**config.mk**
```make
export PLATFORM = sky130hd
export DESIGN_NAME = inst_mem_ctrl_flat
export DESIGN_NICKNAME = d
export VERILOG_FILES = /design/src/rtl/inst_mem_ctrl_if.sv /design/src/rtl/inst_mem_ctrl.sv /design/src/flat_wrapper.sv
export SDC_FILE = /design/constraint.sdc
export NUM_CORES = 1
export LEC_CHECK = 0
export CAP_MARGIN = 15
export CORE_MARGIN = 2
export CORE_UTILIZATION = 35
export CTS_BUF_LIST = sky130_fd_sc_hd__clkbuf_16
export CTS_CLUSTER_SIZE = 25
export DETAILED_ROUTE_END_ITERATION = 7
export PLACE_DENSITY = 0.71
export SLEW_MARGIN = 20
export SYNTH_ARGS = -nofsm -noshare
export SYNTH_HDL_FRONTEND = slang
export SYNTH_SLANG_ARGS = --single-unit
```
**constraint.sdc**
```tcl
create_clock -name clk -period 1.75 [get_ports clk]
set_input_delay 0.175 -clock clk [delete_from_list [all_inputs] [get_ports clk]]
set_output_delay 0.175 -clock clk [all_outputs]
set_load 0.02 [all_outputs]
```
**src/rtl/inst_mem_ctrl_if.sv**
```systemverilog
// Interfaces for the instruction memory controller.
//
// mem_fetch_if : fetch <-> controller start/ready/valid handshake.
//   master = fetch stage, slave = controller.
//   mem_start/mem_addr       : request strobe and byte address from fetch.
//   mem_ready                : controller can accept a request this cycle.
//   mem_data/mem_data_valid  : response word and its one-cycle qualifier.
//   mem_fault                : response is a NOP due to misalignment, range or timeout.
//
// mem_bus_if : controller <-> instruction RAM / arbiter word-read bus.
//   master = controller, slave = memory.
//   bus_req/bus_addr         : read request, held until bus_ack.
//   bus_ack/bus_rdata        : completion strobe and read data.

interface mem_fetch_if;
    logic        mem_start;
    logic        mem_ready;
    logic [31:0] mem_addr;
    logic [31:0] mem_data;
    logic        mem_data_valid;
    logic        mem_fault;

    modport master (
        output mem_start,
        output mem_addr,
        input  mem_ready,
        input  mem_data,
        input  mem_data_valid,
        input  mem_fault
    );

    modport slave (
        input  mem_start,
        input  mem_addr,
        output mem_ready,
        output mem_data,
        output mem_data_valid,
        output mem_fault
    );
endinterface

interface mem_bus_if;
    logic        bus_req;
    logic [31:0] bus_addr;
    logic        bus_ack;
    logic [31:0] bus_rdata;

    modport master (
        output bus_req,
        output bus_addr,
        input  bus_ack,
        input  bus_rdata
    );

    modport slave (
        input  bus_req,
        input  bus_addr,
        output bus_ack,
        output bus_rdata
    );
endinterface

```
**src/rtl/inst_mem_ctrl.sv**
```systemverilog
// Instruction-side memory controller sitting between fetch and the
// instruction RAM / bus arbiter. Every accepted fetch request gets exactly
// one response: either the bus read data, or INST_NOP with mem_fault set
// when the address is misaligned, out of range, or the bus times out.
//
// Ports:
//   clk        : clock, rising edge
//   rst_n      : asynchronous active-low reset
//   fetch      : mem_fetch_if.slave, handshake with the fetch stage
//   bus        : mem_bus_if.master, variable-latency word-read bus
//   req_count  : accepted requests since reset, wraps at 2^32
//
// State | meaning
// ------+-------------------------------------------------------------
// IDLE  | no request outstanding, ready to accept
// BUS   | bus_req asserted, waiting for bus_ack or timeout
// RESP  | response presented for one cycle, may accept the next request

module inst_mem_ctrl #(
    parameter logic [31:0] MEM_SIZE = 32'h0001_0000,
    parameter int          TIMEOUT  = 64,
    parameter logic [31:0] INST_NOP = 32'h0000_0013
) (
    input  logic        clk,
    input  logic        rst_n,
    mem_fetch_if.slave  fetch,
    mem_bus_if.master   bus,
    output logic [31:0] req_count
);

    localparam int            CW = (TIMEOUT > 2) ? $clog2(TIMEOUT) : 1;
    localparam logic [CW-1:0] TC = CW'(TIMEOUT - 1);

    typedef enum logic [1:0] {
        S_IDLE = 2'd0,
        S_BUS  = 2'd1,
        S_RESP = 2'd2
    } state_t;

    state_t        state_q, state_nx;
    logic          bus_req_q, bus_req_nx;
    logic [31:0]   bus_addr_q, bus_addr_nx;
    logic [31:0]   mem_data_q, mem_data_nx;
    logic          mem_fault_q, mem_fault_nx;
    logic [CW-1:0] cnt_q, cnt_nx;
    logic [31:0]   req_count_q, req_count_nx;

    logic          ready;
    logic          accept;
    logic          addr_fault;

    // ready depends only on state so fetch can derive mem_start from it
    // without forming a combinational loop.
    assign ready = (state_q != S_BUS);

    always_ff @(posedge clk or negedge rst_n) begin
        if (!rst_n) begin
            state_q <= S_IDLE;
        end else begin
            state_q <= state_nx;
        end
    end

    always_ff @(posedge clk or negedge rst_n) begin
        if (!rst_n) begin
            bus_req_q   <= 1'b0;
            bus_addr_q  <= 32'h0;
            mem_data_q  <= INST_NOP;
            mem_fault_q <= 1'b0;
            cnt_q       <= '0;
            req_count_q <= 32'h0;
        end else begin
            bus_req_q   <= bus_req_nx;
            bus_addr_q  <= bus_addr_nx;
            mem_data_q  <= mem_data_nx;
            mem_fault_q <= mem_fault_nx;
            cnt_q       <= cnt_nx;
            req_count_q <= req_count_nx;
        end
    end

    always_comb begin
        state_nx     = state_q;
        bus_req_nx   = bus_req_q;
        bus_addr_nx  = bus_addr_q;
        mem_data_nx  = mem_data_q;
        mem_fault_nx = mem_fault_q;
        cnt_nx       = cnt_q;
        req_count_nx = req_count_q;

        accept     = fetch.mem_start && ready;
        addr_fault = (fetch.mem_addr[1:0] != 2'b00) || (fetch.mem_addr >= MEM_SIZE);

        case (state_q)
            // RESP shares the accept path with IDLE so fetch can issue
            // back-to-back in the response cycle.
            S_IDLE, S_RESP: begin
                state_nx = S_IDLE;
                if (accept) begin
                    req_count_nx = req_count_q + 32'd1;
                    if (addr_fault) begin
                        state_nx     = S_RESP;
                        mem_data_nx  = INST_NOP;
                        mem_fault_nx = 1'b1;
                    end else begin
                        state_nx    = S_BUS;
                        bus_req_nx  = 1'b1;
                        bus_addr_nx = fetch.mem_addr;
                        cnt_nx      = '0;
                    end
                end
            end

            S_BUS: begin
                // An ack in the terminal cycle still delivers data.
                if (bus.bus_ack) begin
                    state_nx     = S_RESP;
                    bus_req_nx   = 1'b0;
                    mem_data_nx  = bus.bus_rdata;
                    mem_fault_nx = 1'b0;
                end else if (cnt_q == TC) begin
                    state_nx     = S_RESP;
                    bus_req_nx   = 1'b0;
                    mem_data_nx  = INST_NOP;
                    mem_fault_nx = 1'b1;
                end else begin
                    cnt_nx = cnt_q + CW'(1);
                end
            end

            default: begin
                state_nx   = S_IDLE;
                bus_req_nx = 1'b0;
            end
        endcase
    end

    assign fetch.mem_ready      = ready;
    assign fetch.mem_data       = mem_data_q;
    assign fetch.mem_data_valid = (state_q == S_RESP);
    assign fetch.mem_fault      = mem_fault_q;
    assign bus.bus_req          = bus_req_q;
    assign bus.bus_addr         = bus_addr_q;
    assign req_count            = req_count_q;

endmodule

```
**src/flat_wrapper.sv**
```systemverilog
// flat-port wrapper written by rule: the top's interface ports become plain ports
module inst_mem_ctrl_flat 
#(
    parameter logic [31:0] MEM_SIZE = 32'h0001_0000,
    parameter int          TIMEOUT  = 64,
    parameter logic [31:0] INST_NOP = 32'h0000_0013
)
  (clk, rst_n, req_count, fetch_mem_start, fetch_mem_addr, fetch_mem_ready, fetch_mem_data, fetch_mem_data_valid, fetch_mem_fault, bus_bus_req, bus_bus_addr, bus_bus_ack, bus_bus_rdata);
  mem_fetch_if fetch_i ();
  mem_bus_if bus_i ();
  input  logic clk;
  input  logic rst_n;
  output logic [31:0] req_count;
  input wire logic [$bits(fetch_i.mem_start)-1:0] fetch_mem_start;
  input wire logic [$bits(fetch_i.mem_addr)-1:0] fetch_mem_addr;
  output wire logic [$bits(fetch_i.mem_ready)-1:0] fetch_mem_ready;
  output wire logic [$bits(fetch_i.mem_data)-1:0] fetch_mem_data;
  output wire logic [$bits(fetch_i.mem_data_valid)-1:0] fetch_mem_data_valid;
  output wire logic [$bits(fetch_i.mem_fault)-1:0] fetch_mem_fault;
  output wire logic [$bits(bus_i.bus_req)-1:0] bus_bus_req;
  output wire logic [$bits(bus_i.bus_addr)-1:0] bus_bus_addr;
  input wire logic [$bits(bus_i.bus_ack)-1:0] bus_bus_ack;
  input wire logic [$bits(bus_i.bus_rdata)-1:0] bus_bus_rdata;
  assign fetch_i.mem_start = fetch_mem_start;
  assign fetch_i.mem_addr = fetch_mem_addr;
  assign fetch_mem_ready = fetch_i.mem_ready;
  assign fetch_mem_data = fetch_i.mem_data;
  assign fetch_mem_data_valid = fetch_i.mem_data_valid;
  assign fetch_mem_fault = fetch_i.mem_fault;
  assign bus_bus_req = bus_i.bus_req;
  assign bus_bus_addr = bus_i.bus_addr;
  assign bus_i.bus_ack = bus_bus_ack;
  assign bus_i.bus_rdata = bus_bus_rdata;
  inst_mem_ctrl #(.MEM_SIZE(MEM_SIZE), .TIMEOUT(TIMEOUT), .INST_NOP(INST_NOP)) u_core (.clk(clk), .rst_n(rst_n), .fetch(fetch_i), .bus(bus_i), .req_count(req_count));
endmodule
```
==> impl_results.md <==
* Outcome: completed
* Post-synthesis average cell area at ~13 um2
* Vias in the first global route at ~3400
* Arrival time at the worst endpoint at 1.87 ns
* # setup viols final at 0
* Die Area at around 13000 um2
* Max Fclk at around 600 MHz
* IO Port Bufs at 167
* Register Area at 2659 um2
* Reg2reg setup slack at roughly 0.091 ns
* Num CTS Buffers at 9
* Starting density of the core at 35.61%
* Leak pwr at between 2 and 3 nW
* Dpl hpwl at between 7000 and 8000 um
* Max-capacitance violation count at 0
* Ant diodes at 0
* Pin count of the biggest net entering global routing at 52
* Pwr/cell area at 816.6 nW/um2
* Clk_lat worst skew at about 0.33 ns
* Post-Layout Cell Count at 672
* RSZ-0062 raised after global routing: no
* Nets at 590
* Seq/Total Area, Yosys at between 60% and 70%
* Routed WL at 10150 um
* Mapped Cells at 332
* Clk sink count at between 100 and 150
* Ports at between 150 and 200
* Die Y-Extent at between 100 and 150 um
* WHS at roughly 0.31 ns
* Worst Hold Class: in -> async
* Setup crit end kind: register
* Drt initial violations at about 190
* Library cells used by synthesis at between 40 and 50
* Routed Antenna Nets at 0
* Htree depth at 3
* Syn Nets at between 400 and 500
* DRT Pass-1 Iters at 4
* Initial antenna violation count at 0
* Final GP Congestion at between 0.7 and 0.8
* First-pass GRT wire length at between 15000 and 20000 um
* Final min period at 1.659 ns
* Via count at 3210
* Max VDD drop at approximately 600 uV
* Crit Path Category: in -> reg
* Clock buffer depth at 2
* CTS root buffer: clkbuf_16
* Cells after DPL at ~660
* Max-slew violation count at 0
* CTS tree: yes
* Critical Path Start: fetch_mem_addr[20]
* Post-CTS Setup Bufs at 0
* Worst clock skew at 0.006419 ns
* Fill cells at 993
* Post-synthesis register bit count at 106
* R2r endpoint: u_core.cnt_q[3]
* Worst Reg-to-Reg Cells at 6
* Placeable Area at 11910 um2
* Num rows at 40
* Die width at approximately 110 um
* Routed WL per cell at 15.11 um
* DRC Markers at 0
* Synth warn at 0
* Gr usage total at about 16%
* Worst-path clk slew at 0.07 ns
* Slew margin rel. at about 74%
* Crit path max fanout at 18
* Area of the multi-input gates at approximately 1500 um2
* Critical path startpoint category: primary input
* Via-per-instance ratio at ~4.8
* FF-to-FF Start: u_core.cnt_q[0]
* Overflow after GRT at 0
* Fin. Hold Viols at 0
* CP required at about 2 ns
* Area grow syn2layout at 54.81%
* Tcrit/Tclk final at a little over nine tenths
* Post-Syn Area at 4242 um2
* Measured slew at the worst slew-check pin at approximately 0.38 ns
* Layout cells sized above 1 at between 10% and 20%
-- area by class of cell --
class | instances | share of cell area (%)
Clock inverter | 7 | 1.296
Multi-Input combinational cell | 199 | 22.26
Clock buffer | 9 | 3.430
Inverter | 12 | 0.6860
Sequential cell | 106 | 40.49
Timing Repair Buffer | 192 | 29.04
Tap cell | 147 | 2.801
-- Yosys cell counts (all sizes together) --
master,n,area (um2)
nand2,18,67.56
o2bb2ai,1,8.760
ha,2,25.02
mux2,14,157.7
dfrtp,103,2577
nor4,7,50.05
nor3b,1,12.51
and3,4,25.02
and2,2,12.51
inv,12,45.04
o311ai,1,26.28
a21o,1,7.510
nand2b,1,6.260
nand3b,1,7.510
a22o,29,254.0
a21oi,8,43.79
xor2,4,35.03
nand4,12,75.07
o31ai,3,22.52
nand3,16,80.08
xnor2,27,236.5
or4,2,18.77
buf,12,90.08
clkbuf,3,11.26
o22ai,1,6.260
nor2b,18,112.6
nand4b,1,8.760
dfstp,3,78.83
nor2,8,30.03
o21ai,3,15.01
or2,3,18.77
nor3,6,35.03
and4,2,17.52
and2b,3,22.52
-- cell usage in the layout (no fill, tap or decap), types with 3 or more instances in the layout --
cell and n:
a21oi_1 7, a22o_1 29, and2b_1 3, and3_1 4
buf_12 4, buf_4 21, clkbuf_16 9, clkdlybuf4s50_1 164
dfrtp_1 101, dfstp_2 3, inv_1 13, mux2_1 4
mux2_2 10, nand2_1 18, nand3_1 16, nand4_1 12
nor2_1 8, nor2b_1 18, nor3_1 5, nor4_1 4
nor4_2 3, o31ai_1 3, or2_2 3, xnor2_1 27
xor2_1 4
-- worst max-delay path: stages --
cell and delay (ns):
clkdlybuf4s50_1 0.42, nor4_1 0.27, nand3_1 0.23, nor3_4 0.25, buf_12 0.18, buf_4 0.22, o21ai_0 0.11
-- routing by layer --
layer | part of all wire [%] | GRT usage (%) | wire (um) | vias up
met1 | 44 | 20.93 | 4476 | 1552
met4 | 1.6 | 5.935 | 159 | 0
met3 | 7.1 | 5.082 | 719 | 13
met5 | 0 | 0 | 0 | -
li1 | - | - | - | 1536
met2 | 47 | 25.95 | 4798 | 109
-- cells by family (layout without fill, tap and decap cells) --
family	count (synthesis)	in the layout	synth area share, %
AO/OA/AOI/OAI	47	47	9.056
multiplexers	14	14	3.717
buffers and inverters	27	220	3.451
adder cells (fa/ha/maj)	2	2	0.5899
AND/OR/NAND/NOR	105	105	14.16
XOR/XNOR	31	31	6.401
flip-flops	106	106	62.63
-- flip-flops by register name, summed over array words and instances (netlist names) --
name	flops
u_core.bus.bus_addr	32
u_core.fetch.mem_fault	1
u_core.fetch.mem_data	32
u_core.req_count	32
u_core.bus.bus_req	1
u_core.cnt_q	6
u_core.state_q	2
-- metrics by stage --
step	instance area (um2)	total power (W)	utilization, %	setup TNS [ns]	setup slack [ns]
finish	6566	0.005362	55.13	0	0.09107
global route	6566	0.005622	55.13	0	0.006958
CTS	6561	0.005440	55.08	0	0.01555
detailed placement	6243	0.003332	52.42	-13.89	-0.2906
global placement	6243	0.003320	52.42	-10.87	-0.2264
floorplan	4243	0.002896	-	0	0.006418
-- how the worst max path moves through the flow --
stage / end / cells after the start
after global routing: u_core.cnt_q[3] / 6
after detailed placement: u_core.cnt_q[0] / 7
after CTS: u_core.fetch.mem_data[21] / 7
final: u_core.cnt_q[0] / 7
after global placement: u_core.bus.bus_addr[10] / 6
after floorplan: u_core.req_count[22] / 6
-- power breakdown --
group	switching, W	internal [W]	leakage [nW]
Sequential	0.000109	0.00253	1.44
Clock	0.000844	0.00124	0.154
Combinational	0.000291	0.000352	1.35
Total	0.00124	0.00412	2.94
-- what timing repair did --
item / CTS / global route
gates resized for setup: 2 / 2
hold buffers: 1 / 0
endpoints found under the setup margin: 2 / 35
pin swaps: 0 / 1
endpoints found under the hold margin: 25 / 0
Note: power is estimated with default switching activity, not from simulation.
==> RTL edit 1 (same settings) <==
Re-encode `state_t` (3 states) as one-hot, 3 bits wide.
--- a/src/rtl/inst_mem_ctrl.sv
+++ b/src/rtl/inst_mem_ctrl.sv
@@ -33,6 +33,6 @@
 
-    typedef enum logic [1:0] {
-        S_IDLE = 2'd0,
-        S_BUS  = 2'd1,
-        S_RESP = 2'd2
+    typedef enum logic [2:0] {
+        S_IDLE = 3'b001,
+        S_BUS  = 3'b010,
+        S_RESP = 3'b100
     } state_t;
Formal check against the unedited RTL: same outputs for any inputs over 4 cycles, from zero or initial values and one cycle with rst_n low; so few cycles prove little.
==> RTL edit 1 against the unedited design <==
- the flow now finishes with violations (negative setup slack)
- core utilization rose by 4.4 points
- worst setup slack got worse by 0.12 ns
- sequential share of layout area is 2.8 points lower
- wire length is 13% higher
- global-route usage up 0.99 points
- sequential cell count rose by 1
- synthesized area increased by 1.6%
- final area grew 9.0%
Power is not compared: it rests on default switching activity, and its combinational part moved more than twofold at a synthesized area within 25%.
==> RTL edit 1: results (changes against the unedited design) <==
status - finished with violations (was finished clean)
failing checks - negative setup slack
GRT Resource Usage Total - 0.1724 (was 0.1625)
top cells by instance count after synthesis - 103 x dfrtp_1, 29 x a22o_1, 26 x nand2_1 (was 103 x dfrtp_1, 29 x a22o_1, 27 x xnor2_1)
hold slack - 0.2958 ns (was 0.3091 ns)
Post-DP HPWL - 8102 um (was 7601 um)
Primary FF master, synth - dfrtp_1 (unchanged)
Max Cap Viol - 0 (unchanged)
final setup fails - 30 (was 0)
setup TNS - -0.4733 ns (was 0 ns)
relative slew slack - 0.6964 (was 0.7444)
Cells after DPL - 700 (was 655)
P_leak - 0.003292 uW
multiplexer share of the synthesized area - 0.03657 (was 0.03717)
Synth Net Count - 421 (was 402)
critical path's largest stage delay - 0.38 ns (was 0.42 ns)
placed cell area - 6574 um2 (was 6243 um2)
fill count - 1003 (was 993)
Worst Path Max Fanout - 8 (was 18)
worst-case clock buffer depth - 2 (unchanged)
cells after synthesis - 351 (was 332)
register area share after synthesis - 0.6224 (was 0.6263)
Port Buffers - 167 (unchanged)
Synth Area in XOR/XNOR - 0.06502 (was 0.06401)
first-pass GRT wire length - 18050 um (was 16760 um)
clk root buf - clkbuf_16 (unchanged)
worst hold path class - input pin to async pin (unchanged)
Routed WL per cell - 15.84 um (was 15.11 um)
largest net degree at the start of global routing - 46 (was 52)
adder and majority cell fraction of the synthesized area - 0.005806 (was 0.005900)
later-pin clock latency in the skew report - 0.35 ns (was 0.33 ns)
critical path's slowest cell - dfrtp_1 (was clkdlybuf4s50_1)
largest cells by area after synthesis - dfrtp_1 60%, a22o_1 5.9%, mux2_2 3.7% (was dfrtp_1 61%, a22o_1 6.0%, xnor2_1 5.6%)
Ys Warns - 0 (unchanged)
Final WS setup - -0.02763 ns (was 0.09107 ns)
Detailed Routing Iterations Pass 1 - 4 (unchanged)
number of global-route vias before repair - 3639 (was 3350)
RD Place Congestion - 0.7744 (was 0.7235)
Synth Area in Compound Gates - 0.09028 (was 0.09056)
Worst Path Arrival - 2.01 ns (was 1.87 ns)
maximum vdd drop - 0.6664 mV
via count - 3588 (was 3210)
initial antenna violation count - 0 (unchanged)
FFs w/ async S/R, synth - 1.000 (unchanged)
Distinct cells, synth - 41 (was 42)
Synth top area share - 0.5980 (was 0.6077)
layout cells sized above 1 - 0.2232 (was 0.1257)
First DRT Iteration DRCs - 246 (was 192)
# nets final - 643 (was 590)
TritonCTS buffer count - 9 (unchanged)
Setup Skew - 0.008777 ns (was 0.006419 ns)
final wirelength - 11480 um (was 10150 um)
==> RTL edit 1: metal layers <==
| layer | wire length, um | global-route usage | up-vias |
|---|---|---|---|
| met1 | 4685 | 0.2070 | 1783 |
| met4 | 131 | 0.04257 | 0 |
| met5 | 0 | 0 | - |
| met2 | 5823 | 0.2922 | 105 |
| met3 | 841 | 0.06800 | 12 |
| li1 | - | - | 1688 |
==> RTL edit 1: kinds of logic after synthesis <==
group / count (synthesis)
compound gates: 49
xor+xnor: 32
fa+ha+maj: 2
buf+inv: 25
flops: 107
mux: 14
simple gates: 122
==> RTL edit 1: critical path: cells and delay by family (launching register included) <==
family,cells,cell delay (ns)
adder cells (fa/ha/maj),1,0.20
AO/OA/AOI/OAI,3,0.65
AND/OR/NAND/NOR,1,0.09
flip-flops,1,0.38
buffers and inverters,2,0.35
==> RTL edit 1: area by class of cell <==
| cell class | instances | area share |
|---|---|---|
| clock buffer | 9 | 0.03148 |
| clock inverter | 7 | 0.009794 |
| inverter | 11 | 0.005771 |
| multi-input combinational | 219 | 0.2382 |
| sequential | 107 | 0.3765 |
| tap | 147 | 0.02571 |
| timing repair buffer | 225 | 0.3125 |
==> RTL edit 1: repair_timing <==
item / 4_1_cts / 5_1_grt
pin swaps: 0 / 6
buffers inserted: 0 / 2
gates cloned: 0 / 6
hold buffers: 1 / 0
hold endpoints to repair: 25 / 0
setup endpoints to repair: 36 / 80
gates resized for setup: 6 / 32
==> RTL edit 1: power by group through the flow <==
| stage | clock network [uW] | registers [uW] | logic, uW |
|---|---|---|---|
| 6_report | 2000 | 2680 | 1730 |
| 5_1_grt | 2150 | 2690 | 1850 |
| 4_1_cts | 2070 | 2660 | 1330 |
| 3_5_place_dp | 0 | 2710 | 1320 |
| 3_3_place_gp | 0 | 2700 | 1290 |
| 2_1_floorplan | 0 | 2840 | 404 |
==> RTL edit 1: path summary, 6_finish.rpt <==
| check | from | endpoint | cells after the start |
|---|---|---|---|
| setup reg to reg | u_core.cnt_q[1] | u_core.fetch.mem_data[7] | 7 |
| min in group clk | bus_bus_rdata[4] | u_core.fetch.mem_data[4] | 3 |
| setup / recovery | u_core.cnt_q[1] | u_core.fetch.mem_data[7] | 7 |
| hold / removal | rst_n | u_core.req_count[12] | 2 |
| max in group asynchronous | rst_n | u_core.fetch.mem_data[1] | 3 |
| hold reg to reg | u_core.fetch.mem_data[4] | u_core.fetch.mem_data[4] | 2 |
==> RTL edit 1: metrics by stage <==
step | setup slack (ns) | utilization
CTS | -0.02493 | 0.5738
floorplan | 0.002900 | -
global placement | -0.2695 | 0.5473
detailed placement | -0.3343 | 0.5473
finish | -0.02763 | 0.5956
global route | -0.09882 | 0.5956
==> RTL edit 2 (config.mk and constraints unchanged) <==
Made on the original files. `TIMEOUT` is set to 64 in 2 places; all go to 128.
--- a/src/rtl/inst_mem_ctrl.sv
+++ b/src/rtl/inst_mem_ctrl.sv
@@ -20,3 +20,3 @@
     parameter logic [31:0] MEM_SIZE = 32'h0001_0000,
-    parameter int          TIMEOUT  = 64,
+    parameter int          TIMEOUT  = 128,
     parameter logic [31:0] INST_NOP = 32'h0000_0013
--- a/src/flat_wrapper.sv
+++ b/src/flat_wrapper.sv
@@ -4,3 +4,3 @@
     parameter logic [31:0] MEM_SIZE = 32'h0001_0000,
-    parameter int          TIMEOUT  = 64,
+    parameter int          TIMEOUT  = 128,
     parameter logic [31:0] INST_NOP = 32'h0000_0013
Behaviour: no difference found for any inputs over 4 cycles, from zero or initial values and one cycle with rst_n low; that may be too few to reach the edited logic, so the function may still have changed.
==> RTL edit 2 against the unedited design <==
- fmax decreased by 4.6%
- synthesized area increased by 10%
- wire length increased by 24%
- final area grew 11%
- worst setup slack worse by 0.079 ns
- sequential cell count grew 1
- first-iteration DRC count rose by 19%
- cell count grew 20%
- power shrank 1.3%
- sequential share of layout area down 3.6 points
- sequential power barely moved
- non-clock buffer count is 17 higher
==> RTL edit 2: results (changes against the unedited design) <==
Post-DP HPWL - 8952 um (was 7601 um)
delay-heaviest family, CP - simple AND/OR/NAND/NOR gates (was buffers and inverters)
Seq pwr share - 0.500 (was 0.492)
status - finished clean (unchanged)
Synth Net Count - 499 (was 402)
M1 GR Usage - 0.2272 (was 0.2093)
largest cells by area after synthesis - dfrtp_1 56%, nand4_1 5.5%, xnor2_1 4.9% (was dfrtp_1 61%, a22o_1 6.0%, xnor2_1 5.6%)
critical path's slowest cell - or4_4 (was clkdlybuf4s50_1)
number of global-route vias before repair - 4130 (was 3350)
Distinct cells, synth - 45 (was 42)
Routed WL per cell - 15.65 um (was 15.11 um)
Routed met1 length - 5640 um (was 4476 um)
first-pass GRT wire length - 20290 um (was 16760 um)
final setup fails - 0 (unchanged)
total power - 5290 uW (was 5362 uW)
met2 Use GR - 0.2789 (was 0.2595)
P_leak - 0.003100 uW (was 0.002944 uW)
cells after synthesis - 429 (was 332)
Setup WS pre-CTS - -0.4404 ns (was -0.2906 ns)
Net Sw Frac - 0.2396 (was 0.2320)
Setup Skew - 0.01112 ns (was 0.006419 ns)
register area share after synthesis - 0.5728 (was 0.6263)
top cells by instance count after synthesis - 104 x dfrtp_1, 46 x nand2_1, 41 x nand4_1 (was 103 x dfrtp_1, 29 x a22o_1, 27 x xnor2_1)
fill count - 1140 (was 993)
relative slew slack - 0.6898 (was 0.7444)
maximum vdd drop - 0.4377 mV (was 0.6125 mV)
placed cell area - 6815 um2 (was 6243 um2)
Detail Route met3 WL - 742 um (was 719 um)
r2r worst-path depth - 5 (was 6)
largest net degree at the start of global routing - 40 (was 52)
GRT Resource Usage Total - 0.1731 (was 0.1625)
later-pin clock latency in the skew report - 0.34 ns
Worst Path Arrival - 2.00 ns (was 1.87 ns)
layout cells sized above 1 - 0.1206 (was 0.1257)
FFs w/ async S/R, synth - 1.000 (unchanged)
grt total ovfl - 0 (unchanged)
Worst Path Max Fanout - 4 (was 18)
Cells after DPL - 783 (was 655)
final wirelength - 12610 um (was 10150 um)
RD Place Congestion - 0.8209 (was 0.7235)
First DRT Iteration DRCs - 228 (was 192)
Detailed Routing Iterations Pass 1 - 4 (unchanged)
# nets final - 695 (was 590)
worst hold path class - input pin to async pin (unchanged)
Global Route met3 Usage - 0.04943 (was 0.05082)
Core Util, Final - 0.5534 (was 0.5513)
CTS H-tree lvls - 3 (unchanged)
via count - 3998 (was 3210)
clock share of power - 0.368 (was 0.388)
wire length on met2 - 6082 um (was 4798 um)
critical path's largest stage delay - 0.48 ns (was 0.42 ns)
-- RTL edit 2: cell count changes after synthesis, moves of 4 or more --
cell,delta
o211ai_1,+29
nand2_1,+28
inv_1,+18
and3_1,+4
buf_1,+4
mux2_1,+10
nand4_1,+29
nor2_1,+5
mux2_2,-10
clkbuf_1,+13
buf_2,-4
a22o_1,-29
-- RTL edit 2: path summary, 6_finish.rpt --
path	start	to	slack, ns
max	u_core.cnt_q[0]	u_core.cnt_q[5]	0.01
min	rst_n	u_core.req_count[26]	0.34
max reg2reg	u_core.cnt_q[0]	u_core.cnt_q[5]	0.01
min reg2reg	u_core.req_count[31]	u_core.req_count[31]	0.47
max in group asynchronous	rst_n	u_core.fetch.mem_data[4]	0.79
min in group clk	bus_bus_rdata[11]	u_core.fetch.mem_data[11]	0.41
-- RTL edit 2: logic make-up (layout without fill, tap and decap cells) --
family / after synthesis / after routing / synth area share
AO/OA/AOI/OAI: 51 / 51 / 0.08179
XOR/XNOR: 32 / 32 / 0.05988
adder cells (fa/ha/maj): 2 / 2 / 0.005345
buffers and inverters: 55 / 256 / 0.04758
flip-flops: 107 / 107 / 0.5728
multiplexers: 14 / 14 / 0.03368
AND/OR/NAND/NOR: 168 / 168 / 0.1989
-- RTL edit 2: timing repair --
action,CTS,global route
endpoints found under the setup margin,33,34
resized for setup,6,16
pin swaps,3,7
gates cloned,0,1
setup buffers,1,4
endpoints found under the hold margin,32,0
hold buffers,1,0
-- RTL edit 2: cell type report --
cell class	count	share of cell area
Sequential cell	107	0.3688
Timing Repair Buffer	209	0.2920
Multi-Input combinational cell	267	0.2530
Clock buffer	9	0.03098
Tap cell	176	0.03029
Inverter	31	0.01635
Clock inverter	7	0.008604
